[config.mk]
export PLATFORM = sky130hd
export DESIGN_NAME = pkt_mem_writer
export DESIGN_NICKNAME = d
export VERILOG_FILES = /design/src/rtl/pkt_mem_writer.sv
export SDC_FILE = /design/constraint.sdc
export NUM_CORES = 1
export LEC_CHECK = 0
export BUFFER_PORTS_ARGS = -buffer_cell sky130_fd_sc_hd__buf_2
export CAP_MARGIN = 20
export CORE_MARGIN = 1.5
export CORE_UTILIZATION = 40
export DETAILED_ROUTE_END_ITERATION = 6
export PLACE_DENSITY = 0.64
export SLEW_MARGIN = 20
export SYNTH_ARGS = -nofsm -noshare
export SYNTH_HDL_FRONTEND = slang
export SYNTH_SLANG_ARGS = --single-unit
export TNS_END_PERCENT = 100
[constraint.sdc]
create_clock -name clk -period 7.5 [get_ports clk]
set_input_delay 2.25 -clock clk [delete_from_list [all_inputs] [get_ports clk]]
set_output_delay 2.25 -clock clk [all_outputs]
set_load 0.02 [all_outputs]
[src/rtl/pkt_mem_writer.sv]
// -----------------------------------------------------------------------------
// pkt_mem_writer
//
// Packs an 8-bit start/end-of-packet framed byte stream little-endian into
// 32-bit words and writes them into a circular region of a single-port packet
// memory over an Avalon-MM write-only master. Each packet occupies one header
// word ({trunc, 15'b0, byte_count}) followed by its payload words. A
// completion pulse reports where the packet landed.
//
// Ports
//   clk, reset_n      system clock, asynchronous active-low reset
//   in_data[7:0]      stream byte
//   in_valid          byte valid
//   in_sop / in_eop   first / last byte of packet
//   in_ready          byte accepted when in_valid & in_ready
//   rd_ptr            consumer's next unread word address
//   wr_ptr            word address where the next packet's header goes
//   avm_address       memory word address
//   avm_byteenable    lane enables
//   avm_chipselect    mirrors avm_write
//   avm_write         single-cycle write strobe (memory has no wait states)
//   avm_writedata     write data
//   avm_clken         tied high
//   pkt_done          one-cycle completion pulse
//   pkt_addr          header address of the completed packet
//   pkt_len           stored byte count of the completed packet
//   pkt_trunc         completed packet was truncated
// -----------------------------------------------------------------------------
module pkt_mem_writer #(
    parameter int ADDR_W    = 16,
    parameter int DEPTH     = 51200,
    parameter int MAX_WORDS = 380
) (
    input  logic              clk,
    input  logic              reset_n,
    input  logic [7:0]        in_data,
    input  logic              in_valid,
    input  logic              in_sop,
    input  logic              in_eop,
    output logic              in_ready,
    input  logic [ADDR_W-1:0] rd_ptr,
    output logic [ADDR_W-1:0] wr_ptr,
    output logic [ADDR_W-1:0] avm_address,
    output logic [3:0]        avm_byteenable,
    output logic              avm_chipselect,
    output logic              avm_write,
    output logic [31:0]       avm_writedata,
    output logic              avm_clken,
    output logic              pkt_done,
    output logic [ADDR_W-1:0] pkt_addr,
    output logic [15:0]       pkt_len,
    output logic              pkt_trunc
);

    typedef enum logic [2:0] {
        S_IDLE,
        S_DATA,
        S_DISCARD,
        S_FLUSH,
        S_HDR
    } state_e;

    localparam logic [15:0]       MAX_BYTES = 16'(MAX_WORDS * 4);
    localparam logic [ADDR_W-1:0] LAST_ADDR = ADDR_W'(DEPTH - 1);
    localparam logic [ADDR_W:0]   DEPTH_X   = (ADDR_W + 1)'(DEPTH);
    // free >= MAX_WORDS+1  <=>  used <= DEPTH-2-MAX_WORDS
    localparam logic [31:0]       USED_MAX  = 32'(DEPTH - 2 - MAX_WORDS);

    // Ring addresses wrap at DEPTH, not at 2^ADDR_W.
    function automatic logic [ADDR_W-1:0] addr_inc(input logic [ADDR_W-1:0] a);
        if (a == LAST_ADDR) begin
            return '0;
        end
        return a + 1'b1;
    endfunction

    // Lanes filled after a byte lands, keyed by the low bits of the new count.
    function automatic logic [3:0] lanes_be(input logic [1:0] cnt_lsb);
        case (cnt_lsb)
            2'd1:    return 4'b0001;
            2'd2:    return 4'b0011;
            2'd3:    return 4'b0111;
            default: return 4'b1111;
        endcase
    endfunction

    state_e            state_q, state_d;
    logic [ADDR_W-1:0] wr_ptr_q, wr_ptr_d;
    logic [ADDR_W-1:0] hdr_q, hdr_d;
    logic [ADDR_W-1:0] paddr_q, paddr_d;   // next payload word address
    logic [15:0]       count_q, count_d;
    logic              trunc_q, trunc_d;
    logic [31:0]       word_q, word_d;     // partially packed payload word

    logic              wr_q, wr_d;
    logic [ADDR_W-1:0] addr_q, addr_d;
    logic [3:0]        be_q, be_d;
    logic [31:0]       data_q, data_d;
    logic              done_q, done_d;
    logic [ADDR_W-1:0] done_addr_q, done_addr_d;
    logic [15:0]       done_len_q, done_len_d;
    logic              done_trunc_q, done_trunc_d;

    // ------------------------------------------------------------------
    // Ring occupancy. used = (wr_ptr - rd_ptr) mod DEPTH, one extra bit
    // so the wrapped sum cannot overflow.
    // ------------------------------------------------------------------
    logic [ADDR_W:0] used;
    logic            space_ok;

    always_comb begin
        if (wr_ptr_q >= rd_ptr) begin
            used = {1'b0, wr_ptr_q} - {1'b0, rd_ptr};
        end else begin
            used = {1'b0, wr_ptr_q} + DEPTH_X - {1'b0, rd_ptr};
        end
        space_ok = (32'(used) <= USED_MAX);
    end

    // in_ready is combinational so an rd_ptr update opens the gate in the
    // same cycle; held low while reset is asserted.
    always_comb begin
        in_ready = 1'b0;
        case (state_q)
            S_IDLE:            in_ready = space_ok;
            S_DATA, S_DISCARD: in_ready = 1'b1;
            default:           in_ready = 1'b0;
        endcase
        in_ready = in_ready & reset_n;
    end

    logic accept;
    assign accept = in_valid & in_ready;

    // ------------------------------------------------------------------
    // Byte packing shared by the first byte (IDLE) and the rest (DATA).
    // ------------------------------------------------------------------
    logic        first_byte;
    logic [1:0]  lane;
    logic [31:0] packed_word;
    logic [15:0] new_count;
    logic [ADDR_W-1:0] word_addr;

    always_comb begin
        first_byte  = (state_q == S_IDLE);
        lane        = first_byte ? 2'd0 : count_q[1:0];
        // Lane 0 starts a fresh word so unfilled upper lanes read as zero.
        packed_word = ((lane == 2'd0) ? 32'd0 : word_q) |
                      ({24'd0, in_data} << {lane, 3'b000});
        new_count   = first_byte ? 16'd1 : count_q + 16'd1;
        word_addr   = first_byte ? addr_inc(wr_ptr_q) : paddr_q;
    end

    // ------------------------------------------------------------------
    // Next-state and registered-output logic
    // ------------------------------------------------------------------
    always_comb begin
        // NOTE: every signal gets a default before the case so no path
        // leaves one unassigned, which would otherwise infer a latch.
        state_d      = state_q;
        wr_ptr_d     = wr_ptr_q;
        hdr_d        = hdr_q;
        paddr_d      = paddr_q;
        count_d      = count_q;
        trunc_d      = trunc_q;
        word_d       = word_q;
        wr_d         = 1'b0;
        addr_d       = addr_q;
        be_d         = be_q;
        data_d       = data_q;
        done_d       = 1'b0;
        done_addr_d  = done_addr_q;
        done_len_d   = done_len_q;
        done_trunc_d = done_trunc_q;

        case (state_q)
            S_IDLE, S_DATA: begin
                // Stray bytes without sop in IDLE are accepted and dropped.
                if (accept && (!first_byte || in_sop)) begin
                    word_d  = packed_word;
                    count_d = new_count;
                    paddr_d = word_addr;
                    if (first_byte) begin
                        hdr_d   = wr_ptr_q;
                        trunc_d = 1'b0;
                    end
                    // A full word, or the partial word at eop, is written on
                    // the following cycle (FLUSH for the eop case).
                    if (lane == 2'd3 || in_eop) begin
                        wr_d    = 1'b1;
                        addr_d  = word_addr;
                        data_d  = packed_word;
                        be_d    = lanes_be(new_count[1:0]);
                        paddr_d = addr_inc(word_addr);
                    end
                    if (in_eop) begin
                        state_d = S_FLUSH;
                    end else if (new_count == MAX_BYTES) begin
                        state_d = S_DISCARD;
                        trunc_d = 1'b1;
                    end else begin
                        state_d = S_DATA;
                    end
                end
            end

            S_DISCARD: begin
                if (accept && in_eop) begin
                    state_d = S_FLUSH;
                end
            end

            S_FLUSH: begin
                // Any pending payload write is already on the bus this cycle;
                // queue the header so it lands in HDR.
                state_d      = S_HDR;
                wr_d         = 1'b1;
                addr_d       = hdr_q;
                data_d       = {trunc_q, 15'd0, count_q};
                be_d         = 4'b1111;
                done_d       = 1'b1;
                done_addr_d  = hdr_q;
                done_len_d   = count_q;
                done_trunc_d = trunc_q;
                wr_ptr_d     = paddr_q;
            end

            S_HDR: begin
                state_d = S_IDLE;
            end

            default: begin
                state_d = S_IDLE;
            end
        endcase
    end

    // NOTE: sequential state uses non-blocking assignments so every flop
    // samples the pre-edge value of its peers.
    always_ff @(posedge clk or negedge reset_n) begin
        if (!reset_n) begin
            state_q      <= S_IDLE;
            wr_ptr_q     <= '0;
            hdr_q        <= '0;
            paddr_q      <= '0;
            count_q      <= '0;
            trunc_q      <= 1'b0;
            word_q       <= '0;
            wr_q         <= 1'b0;
            addr_q       <= '0;
            be_q         <= '0;
            data_q       <= '0;
            done_q       <= 1'b0;
            done_addr_q  <= '0;
            done_len_q   <= '0;
            done_trunc_q <= 1'b0;
        end else begin
            state_q      <= state_d;
            wr_ptr_q     <= wr_ptr_d;
            hdr_q        <= hdr_d;
            paddr_q      <= paddr_d;
            count_q      <= count_d;
            trunc_q      <= trunc_d;
            word_q       <= word_d;
            wr_q         <= wr_d;
            addr_q       <= addr_d;
            be_q         <= be_d;
            data_q       <= data_d;
            done_q       <= done_d;
            done_addr_q  <= done_addr_d;
            done_len_q   <= done_len_d;
            done_trunc_q <= done_trunc_d;
        end
    end

    assign wr_ptr         = wr_ptr_q;
    assign avm_address    = addr_q;
    assign avm_byteenable = be_q;
    assign avm_write      = wr_q;
    assign avm_chipselect = wr_q;
    assign avm_writedata  = data_q;
    assign avm_clken      = 1'b1;
    assign pkt_done       = done_q;
    assign pkt_addr       = done_addr_q;
    assign pkt_len        = done_len_q;
    assign pkt_trunc      = done_trunc_q;

endmodule

==> results of run 1 <==
-- layout make-up --
type                       count  area (um2)
clock buffer                  18         429
sequential                   187        4680
fill                        2682       14100
clock inverter                14         176
tap                          378         473
timing repair buffer         245        1540
multi-input combinational    936        6350
inverter                      56         210
-- critical path: stages --
cell	delay, ps
buf_2	100
inv_2	80
ha_4	210
ha_4	150
inv_1	70
fa_2	240
nor2b_4	60
o31ai_4	210
a21oi_2	100
o211a_1	240
o21a_1	170
or4_4	510
buf_4	160
a221oi_4	280
nand2_2	120
a31oi_4	240
nor3b_4	70
buf_6	140
-- metal layers --
metal	part of all wire [%]	global-route usage, %
met5	0	0
met4	1.7	5.71
met3	5.9	3.98
met2	44	35.1
met1	48	34.5
-- layout by cell type, fill, tap and decap left out, drive strengths merged, types with 5 or more instances in the layout --
master,n
a211oi,6
a21o,8
a21oi,92
a221o,7
a31oi,18
a41oi,10
and2,7
and3,11
buf,244
clkbuf,19
clkinv,6
dfrtp,187
fa,14
ha,39
inv,62
mux2,62
nand2,198
nand2b,9
nand3,44
nand3b,5
nand4,27
nor2,89
nor3,23
nor4,7
o2111ai,5
o211ai,19
o21a,5
o21ai,71
o21bai,5
o2bb2ai,9
o31ai,20
or3,9
or4,17
xnor2,25
xor2,20
-- synth_stat cells (22+ instances only) --
cell | number | area, um2
inv_1 | 55 | 206
xnor2_1 | 25 | 219
mux2_2 | 50 | 563
nor3_1 | 22 | 110
nand4_1 | 26 | 163
o21ai_0 | 65 | 325
nor2_1 | 89 | 334
ha_1 | 39 | 488
clkbuf_1 | 44 | 165
nand3_1 | 43 | 215
nand2_1 | 198 | 743
dfrtp_1 | 187 | 4680
a21oi_1 | 91 | 455
-- registers in the layout, indices dropped and copies added (netlist names) --
register        cells
pkt_len            16
state_q             3
avm_writedata      32
pkt_addr           16
avm_byteenable      4
word_q             32
trunc_q             1
avm_address        16
paddr_q            16
avm_chipselect      1
pkt_trunc           1
count_q            16
wr_ptr             16
hdr_q              16
pkt_done            1
-- through the flow --
stage | total power, mW | utilization (%) | setup WS, ps
global route | 4.99 | 49.6 | -321
finish | 4.68 | 49.6 | -175
global placement | 3.66 | 46.7 | -192
detailed placement | 3.69 | 46.7 | -268
CTS | 4.68 | 49.5 | -176
floorplan | 2.98 | - | -43.6
-- kinds of logic (layout without fill, tap and decap cells) --
group | count (synthesis) | count (layout) | share of synthesized area (%)
AOI/OAI and AO/OA | 311 | 311 | 17.9
muxes | 66 | 66 | 6.74
adders and majority gates | 53 | 53 | 6.74
xor gates and xnor gates | 45 | 45 | 3.46
buffers and inverters | 137 | 333 | 5.16
and+or+nand+nor | 460 | 460 | 18.9
DFF | 187 | 187 | 41.1
other | 1 | 1 | 0.0329
-- worst paths after layout --
| check | start | to | slack, ps | cells past startpoint |
|---|---|---|---|---|
| hold / removal | pkt_addr[13] | pkt_addr[13] | 470 | 2 |
| setup reg to reg | wr_ptr[3] | word_q[2] | 2490 | 17 |
| hold reg to reg | pkt_addr[13] | pkt_addr[13] | 470 | 2 |
| min in group asynchronous | reset_n | avm_chipselect | 1760 | 1 |
| max in group asynchronous | reset_n | paddr_q[1] | 4480 | 2 |
| setup / recovery | rd_ptr[1] | in_ready | -180 | 18 |
-- where the power goes --
part,leakage [nW],internal (mW),total (mW),switching [mW]
Sequential,2.49,1.31,1.55,0.249
Clock,0.298,0.506,0.945,0.438
Combinational,3.88,0.865,2.19,1.32
-- repair_timing --
action                                  in CTS  in global routing
resized for setup                           33                  4
pin swaps                                   16                  9
buffers inserted                             7                  1
endpoints found under the setup margin       1                  1
==> flow_summary.rst, run 1 <==
.. list-table::
   :header-rows: 1

   * - Metric
     - Value
   * - Arr. time, crit path
     - 5430 ps
   * - Pins Over Slew Limit
     - 0
   * - Core footprint
     - 27900 um2
   * - Maximum number of pins on one net before global-route repair
     - a little under 90
   * - Number of nets in the synthesized netlist
     - around 1300
   * - Detailed-route vias per instance
     - 5.63
   * - Average cell area after synthesis
     - 9.05 um2
   * - # clock sinks
     - 187
   * - Number of synthesis warnings
     - 0
   * - Violations in the final reports
     - setup timing
   * - Antenna diode count
     - 0
   * - Setup slack of the critical path after layout
     - -175 ps
   * - Cell Area, Synth
     - roughly 11000 um2
   * - Clock slew at reported path FFs
     - 70 ps
   * - EDFF count, synth
     - 0
   * - Highest attainable clock frequency
     - 0.130 GHz
   * - Worst-case vdd ir drop
     - 0.000202 V
   * - Buffer levels on the longest clock path
     - 2
   * - Register area share after synthesis
     - 41.1%
   * - Transition at the pin with the smallest max-transition slack
     - 964 ps
   * - DRC violation count after routing
     - 0
   * - TritonCTS clock tree
     - yes
   * - Growth of design area from synthesis to finish
     - 21.6%
   * - Initial detailed-routing violation count
     - 758
   * - Worst-skew pair later-pin latency
     - 440 ps
   * - Async S/R FF share, synth
     - 100%
   * - Floorplan die area
     - 29500 um2
   * - Site Rows
     - 61
   * - RSZ-0062 raised after global routing
     - yes
   * - Antenna violations before repair
     - 0
   * - Cells after Synth
     - 1260
   * - Hold WS
     - ~470 ps
   * - Routability congestion estimate from global placement
     - 0.929
   * - Horizontal die dimension
     - 172 um
   * - Boundary pin count
     - 135
   * - Post-layout net count
     - 1525
   * - Sum of negative setup slack
     - -175 ps
   * - Commonest register cell after synthesis
     - dfrtp_1
   * - # H-tree levels
     - 4
   * - Root buf cell
     - clkbuf_16
   * - Placement Cell Area
     - 13100 um2
   * - Leftover overflow at the end of global routing
     - 0
   * - Largest fanout on the critical path
     - 2
   * - Total vias in the final route
     - just over 10000
   * - Count of different cell masters after synthesis
     - 83
   * - Hold-fix buffers at CTS
     - 0
   * - First-pass GRT wire length
     - 53800 um
   * - Crit. End Element
     - output port
   * - Total CTS buffers
     - 17
   * - Critical path start-end classification
     - in -> out
   * - Total leakage power
     - about 6.7 nW
   * - Total global routing track utilization
     - 23.3%
   * - Skew final
     - 11.3 ps
   * - Number of global-route vias before repair
     - a little under 10000
   * - Pwr per Cell Area
     - 338 nW/um2
   * - Post-detailed-route count of antenna-violating nets
     - 0
   * - Max-cap violation count
     - 0
   * - Number of standard cells in the final layout excluding fillers
     - about 1800
   * - Crit path time final
     - around 7700 ps
   * - Finished Cell Area
     - 13900 um2
   * - Count of port buffers added during placement
     - 133
   * - Slew headroom
     - 35.2%
   * - Kind of start point of the critical path
     - input port
   * - Die outline height
     - 172 um
   * - Final worst-path cycle share
     - 102%
   * - Average wire per standard cell
     - roughly 18 um
   * - Class of the most critical hold timing path
     - reg -> reg
   * - Number of hold violations in the final report
     - 0
   * - Result of the run
     - complete, but fails checks
   * - Number of synthesized register bits
     - 187
   * - DR pass1 iterations
     - 5
   * - Required time at the endpoint of the critical path
     - between 5000 and 6000 ps
   * - Dpl hpwl
     - ~23000 um
   * - Final wirelength
     - 33300 um
   * - Placed cell count
     - 1794
   * - Final number of setup-violating endpoints
     - 1
   * - Effective utilization at floorplan
     - 40.8%
   * - Layout cells sized above 1
     - a little over a quarter
(Power assumes the default switching activity.)
==> inputs of run 2 (changes only) <==
--- a/config.mk
+++ b/config.mk
@@ -10,7 +10,7 @@
 export CORE_MARGIN = 1.5
 export CORE_UTILIZATION = 40
 export DETAILED_ROUTE_END_ITERATION = 6
-export PLACE_DENSITY = 0.64
+export PLACE_DENSITY = 0.57
 export SLEW_MARGIN = 20
 export SYNTH_ARGS = -nofsm -noshare
 export SYNTH_HDL_FRONTEND = slang
==> constraint.sdc (replaced) <==
create_clock -name clk -period 7.5 [get_ports clk]
set_input_delay 2.25 -clock clk [delete_from_list [all_inputs] [get_ports clk]]
set_output_delay 2.25 -clock clk [all_outputs]
set_load 0.01 [all_outputs]
==> flow_summary.rst, run 2 (synthesis results as in run 1) <==
.. list-table::
   :header-rows: 1

   * - Metric
     - Value
   * - DR pass1 iterations
     - 5
   * - Post-layout net count
     - 1520
   * - TritonCTS clock tree
     - yes
   * - Skew final
     - 15.1 ps
   * - Floorplan die area
     - 29500 um2
   * - Growth of design area from synthesis to finish
     - 21.2%
   * - Leftover overflow at the end of global routing
     - 0
   * - Die outline height
     - 172 um
   * - Core footprint
     - 27900 um2
   * - Initial detailed-routing violation count
     - 710
   * - Post-detailed-route count of antenna-violating nets
     - 0
   * - Final wirelength
     - ~34000 um
   * - Worst R2R End
     - paddr_q[8]
   * - Effective utilization at floorplan
     - 40.8%
   * - Crit. End Element
     - output port
   * - Routability congestion estimate from global placement
     - 0.884
   * - Setup slack of the critical path after layout
     - -226 ps
   * - Average wire per standard cell
     - 18.8 um
   * - Number of global-route vias before repair
     - slightly below 10000
   * - Pins Over Slew Limit
     - 0
   * - Reg2Reg Depth
     - 19
   * - Max-cap violation count
     - 0
   * - Number of standard cells in the final layout excluding fillers
     - about 1800
   * - Kind of start point of the critical path
     - input port
   * - First-pass GRT wire length
     - 55000 um
   * - Clock slew at reported path FFs
     - 70 ps
   * - Total vias in the final route
     - between 10000 and 15000
   * - Dpl hpwl
     - approximately 24000 um
   * - Horizontal die dimension
     - 172 um
   * - Critical path start-end classification
     - in -> out
   * - Sink of the worst hold path
     - avm_byteenable[0]
   * - Buffer levels on the longest clock path
     - 2
   * - Required time at the endpoint of the critical path
     - 5250 ps
   * - Transition at the pin with the smallest max-transition slack
     - 1020 ps
   * - Pwr per Cell Area
     - 330 nW/um2
   * - Largest fanout on the critical path
     - 2
   * - Root buf cell
     - clkbuf_16
   * - Crit Reg-Reg Startpoint
     - wr_ptr[1]
   * - Finished Cell Area
     - approximately 14000 um2
   * - Worst-skew pair later-pin latency
     - 450 ps
   * - Boundary pin count
     - ~140
   * - Pre-CTS worst setup slack
     - -273 ps
   * - Most frequent standard cell in the layout excluding fill and tap cells
     - nand2_1
   * - Pwr Total
     - about 4.6 mW
   * - Total global routing track utilization
     - 23.9%
   * - Antenna diode count
     - 0
   * - Violations in the final reports
     - setup timing
   * - Class of the most critical hold timing path
     - reg -> reg
   * - Final number of setup-violating endpoints
     - 1
   * - Detailed-route vias per instance
     - 5.64
   * - Number of hold violations in the final report
     - 0
   * - Arr. time, crit path
     - 5480 ps
   * - Placement Cell Area
     - 13000 um2
   * - RSZ-0062 raised after global routing
     - yes
   * - # H-tree levels
     - 4
   * - Commonest cells after routing, fill and taps aside
     - nand2_1 (195), dfrtp_1 (187), buf_2 (130), buf_4 (104), nor2_1 (89)
   * - Site Rows
     - 61
   * - Total leakage power
     - around 6.7 nW
   * - Hold path startpoint
     - avm_byteenable[0]
   * - Result of the run
     - complete, but fails checks
   * - # clock sinks
     - about 190
   * - Setup slack, reg-to-reg
     - ~2400 ps
   * - Count of port buffers added during placement
     - 133
   * - Instance count along the most critical hold path
     - 1
   * - Placed cell count
     - 1784
   * - Antenna violations before repair
     - 0
   * - DRC violation count after routing
     - 0
   * - Final worst-path cycle share
     - 103%
   * - Maximum number of pins on one net before global-route repair
     - 89
   * - Slew headroom
     - 31.7%
   * - Layout cells sized above 1
     - 26.0%
   * - Crit path time final
     - 7730 ps
   * - Highest attainable clock frequency
     - 0.129 GHz
   * - Total CTS buffers
     - 17
   * - Worst-case vdd ir drop
     - 0.000184 V
-- run 2: layout make-up --
| class | count | area (um2) |
|---|---|---|
| well taps | 378 | 473 |
| fillers | 2704 | 14100 |
| flip-flops and latches | 187 | 4680 |
| repair buffers | 240 | 1520 |
| clock inverters | 15 | 196 |
| clock buffers | 17 | 425 |
| multi-input cells | 936 | 6310 |
| inverters | 56 | 213 |
-- run 2: how the worst max path moves through the flow --
stage                    from  slack, ps       end
floorplan           rd_ptr[2]        -10  in_ready
CTS                 rd_ptr[2]       -170  in_ready
global placement    rd_ptr[1]       -190  in_ready
global route        rd_ptr[1]       -350  in_ready
finish              rd_ptr[1]       -230  in_ready
detailed placement  rd_ptr[1]       -270  in_ready
-- run 2: repair_timing --
item                                    in CTS  in global routing
buffers inserted                            12                  1
pin swaps                                   19                  1
hold buffers                                 0                  0
resized for setup                           24                  2
endpoints found under the setup margin       1                  1
-- run 2: routing by layer --
layer / global-route usage, % / part of all wire, % / wire length, um
met5: 0 / 0 / 0
met4: 5.22 / 1.3 / 446
met3: 3.80 / 5.5 / 1880
met2: 36.9 / 44 / 15200
met1: 35.2 / 49 / 16800
-- run 2: power by group --
part           internal [mW]  total (mW)  switching, mW
combinational          0.856        2.05           1.19
clock                  0.484       0.946          0.462
sequential              1.30        1.56          0.259
-- run 2: worst max-delay path, stage by stage --
cell      delay (ps)
buf_2            100
inv_2             70
ha_4             210
ha_4             160
inv_2             50
fa_2             230
nor2b_4           60
o31ai_4          250
a21oi_2          110
o211a_1          250
o21a_1           170
or4_4            560
o32ai_4          300
nand4b_1         200
a31oi_4          260
nor3b_2           80
buf_2            160
-- run 2: per-stage QoR --
stage | setup TNS [ps] | utilization (%) | hold WS (ps)
global route | -347 | 49.4 | 482
floorplan | -11.8 | - | 446
CTS | -174 | 49.4 | 470
global placement | -191 | 46.5 | 446
finish | -226 | 49.4 | 463
detailed placement | -273 | 46.5 | 451
==> inputs of run 3 (changes only) <==
--- a/config.mk
+++ b/config.mk
@@ -7,9 +7,11 @@
 export LEC_CHECK = 0
 export BUFFER_PORTS_ARGS = -buffer_cell sky130_fd_sc_hd__buf_2
 export CAP_MARGIN = 20
+export CORE_ASPECT_RATIO = 0.9
 export CORE_MARGIN = 1.5
 export CORE_UTILIZATION = 40
 export DETAILED_ROUTE_END_ITERATION = 6
+export GPL_TIMING_DRIVEN = 0
 export PLACE_DENSITY = 0.57
 export SLEW_MARGIN = 20
 export SYNTH_ARGS = -nofsm -noshare
==> flow_summary.rst, run 3 (synthesis results as in run 1) <==
.. list-table::
   :header-rows: 1

   * - Metric
     - Value
   * - Sum of negative setup slack
     - -298 ps
   * - DR pass1 iterations
     - 6
   * - Count of port buffers added during placement
     - 133
   * - Floorplan die area
     - 29500 um2
   * - Initial detailed-routing violation count
     - 859
   * - Post-detailed-route count of antenna-violating nets
     - 0
   * - Largest fanout on the critical path
     - 3
   * - Result of the run
     - complete, but fails checks
   * - Slowest cell on the critical path
     - or4_4
   * - Layer with the highest usage
     - met1
   * - Critical path start-end classification
     - in -> out
   * - M2 GR Usage
     - a little over a third
   * - Transition at the pin with the smallest max-transition slack
     - ~1000 ps
   * - Skew final
     - roughly 19 ps
   * - Total CTS buffers
     - 17
   * - Buffer levels on the longest clock path
     - 2
   * - Commonest cells after routing, fill and taps aside
     - nand2_1 (194), dfrtp_1 (187), buf_2 (139), nor2_1 (89), a21oi_1 (86)
   * - Final number of setup-violating endpoints
     - 1
   * - # H-tree levels
     - 4
   * - Switching Fraction
     - 42.8%
   * - Layout cells sized above 1
     - 25.5%
   * - Total net switching power
     - 1.99 mW
   * - Pwr per Cell Area
     - 335 nW/um2
   * - Root buf cell
     - clkbuf_16
   * - First-pass GRT wire length
     - 58300 um
   * - Cell family contributing the most delay on the critical path
     - simple AND/OR/NAND/NOR gates
   * - Routability congestion estimate from global placement
     - 0.877
   * - Horizontal die dimension
     - 181 um
   * - Part of the total power dissipated in the clock network
     - 19.6%
   * - Hold WS
     - 465 ps
   * - Clock slew at reported path FFs
     - 70 ps
   * - Pwr Total
     - roughly 4.7 mW
   * - Met3 Usage GRT
     - 4.97%
   * - Boundary pin count
     - roughly 140
   * - Dpl hpwl
     - 27500 um
   * - Met1 layer usage reported by global route
     - around 40%
   * - Maximum number of pins on one net before global-route repair
     - between 80 and 90
   * - Sequential power share
     - about 33%
   * - Antenna diode count
     - 0
   * - DRC violation count after routing
     - 0
   * - Required time at the endpoint of the critical path
     - 5250 ps
   * - Total vias in the final route
     - 10600
   * - Leftover overflow at the end of global routing
     - 0
   * - Max-cap violation count
     - 0
   * - Cell internal pwr
     - 2.66 mW
   * - Total global routing track utilization
     - around a quarter
   * - Average wire per standard cell
     - 20.7 um
   * - Crit path time final
     - about 7800 ps
   * - Number of global-route vias before repair
     - 9805
   * - Worst-case vdd ir drop
     - 0.000202 V
   * - Effective utilization at floorplan
     - approximately 40%
   * - Setup slack, reg-to-reg
     - between 2000 and 3000 ps
   * - Kind of start point of the critical path
     - input port
   * - Post-layout net count
     - 1537
   * - Total leakage power
     - between 6 and 7 nW
   * - RSZ-0062 raised after global routing
     - yes
   * - Max stage delay on crit path
     - 580 ps
   * - Combined buffer and inverter count along the critical path
     - 5
   * - Arr. time, crit path
     - 5550 ps
   * - Detailed-route vias per instance
     - 5.79
   * - Setup slack of the critical path after layout
     - -298 ps
   * - Class of the most critical hold timing path
     - reg -> reg
   * - Worst-skew pair later-pin latency
     - 450 ps
   * - Highest attainable clock frequency
     - between 0.1 and 0.15 GHz
   * - Site Rows
     - 58
   * - Growth of design area from synthesis to finish
     - 21.6%
   * - TritonCTS clock tree
     - yes
   * - Final wirelength
     - 37900 um
   * - # clock sinks
     - 187
   * - Crit. End Element
     - output port
   * - Antenna violations before repair
     - 0
   * - Violations in the final reports
     - setup timing
   * - Pre-CTS worst setup slack
     - -830 ps
   * - Core footprint
     - 28000 um2
   * - Most frequent standard cell in the layout excluding fill and tap cells
     - nand2_1
   * - Cell Chain, Critical Path
     - buf_6 > inv_2 > ha_4 > fa_1 > buf_4 > o211ai_1 > o211ai_1 > nand2_2 > nand2_2 > o31ai_2 > or4_4 > o32ai_4 > nand4b_1 > buf_6 > a31oi_4 > nor3b_2 > buf_2
   * - Slew headroom
     - 29.8%
   * - Final worst-path cycle share
     - 104%
   * - Share of power burned in combinational logic
     - 47.1%
   * - Pins Over Slew Limit
     - 0
   * - Die outline height
     - 163 um
   * - Number of hold violations in the final report
     - 0
run 3: path summary, 6_finish.rpt:
kind / startpoint / endpoint / cells past startpoint
worst min-delay path: avm_byteenable[0] / avm_byteenable[0] / 1
max in group asynchronous: reset_n / hdr_q[0] / 2
worst max register to register: wr_ptr[0] / count_q[13] / 18
worst max-delay path: rd_ptr[2] / in_ready / 17
worst min register to register: avm_byteenable[0] / avm_byteenable[0] / 1
min in group asynchronous: reset_n / avm_byteenable[0] / 1
run 3: timing repair:
action | 4_1_cts | 5_1_grt
pin swaps | 20 | 35
resized for setup | 45 | 43
gates cloned | 0 | 0
setup buffers | 22 | 21
hold buffers | 0 | 0
setup endpoints to repair | 1 | 1
run 3: routing by layer:
metal  up-vias  part of all wire (%)
met5         -                     0
met4         0                   2.0
met3        55                   7.5
met2       410                    42
met1      5236                    49
li1       4889                     -
run 3: through the flow:
stage	area [um2]	utilization [%]	std cells
floorplan	11500	-	1260
global placement	12600	45.0	1753
detailed placement	12700	45.2	1755
CTS	13600	48.4	1807
global route	13900	49.5	1828
finish	13900	49.5	1828
run 3: power groups by stage:
stage	sequential (mW)	combinational [mW]	clock, mW
finish	1.55	2.19	0.911
global route	1.58	2.40	0.963
CTS	1.54	2.08	0.927
detailed placement	1.56	1.99	0
global placement	1.56	1.96	0
floorplan	1.57	1.27	0
run 3: final cells by class:
cell class                      count  area (um2)
Clock inverter                     13         136
Tap cell                          360         450
Clock buffer                       19         443
Fill cell                        2721       14100
Inverter                           56         223
Sequential cell                   187        4680
Timing Repair Buffer              178        1090
Multi-Input combinational cell    936        6450
Buffer                             79         390
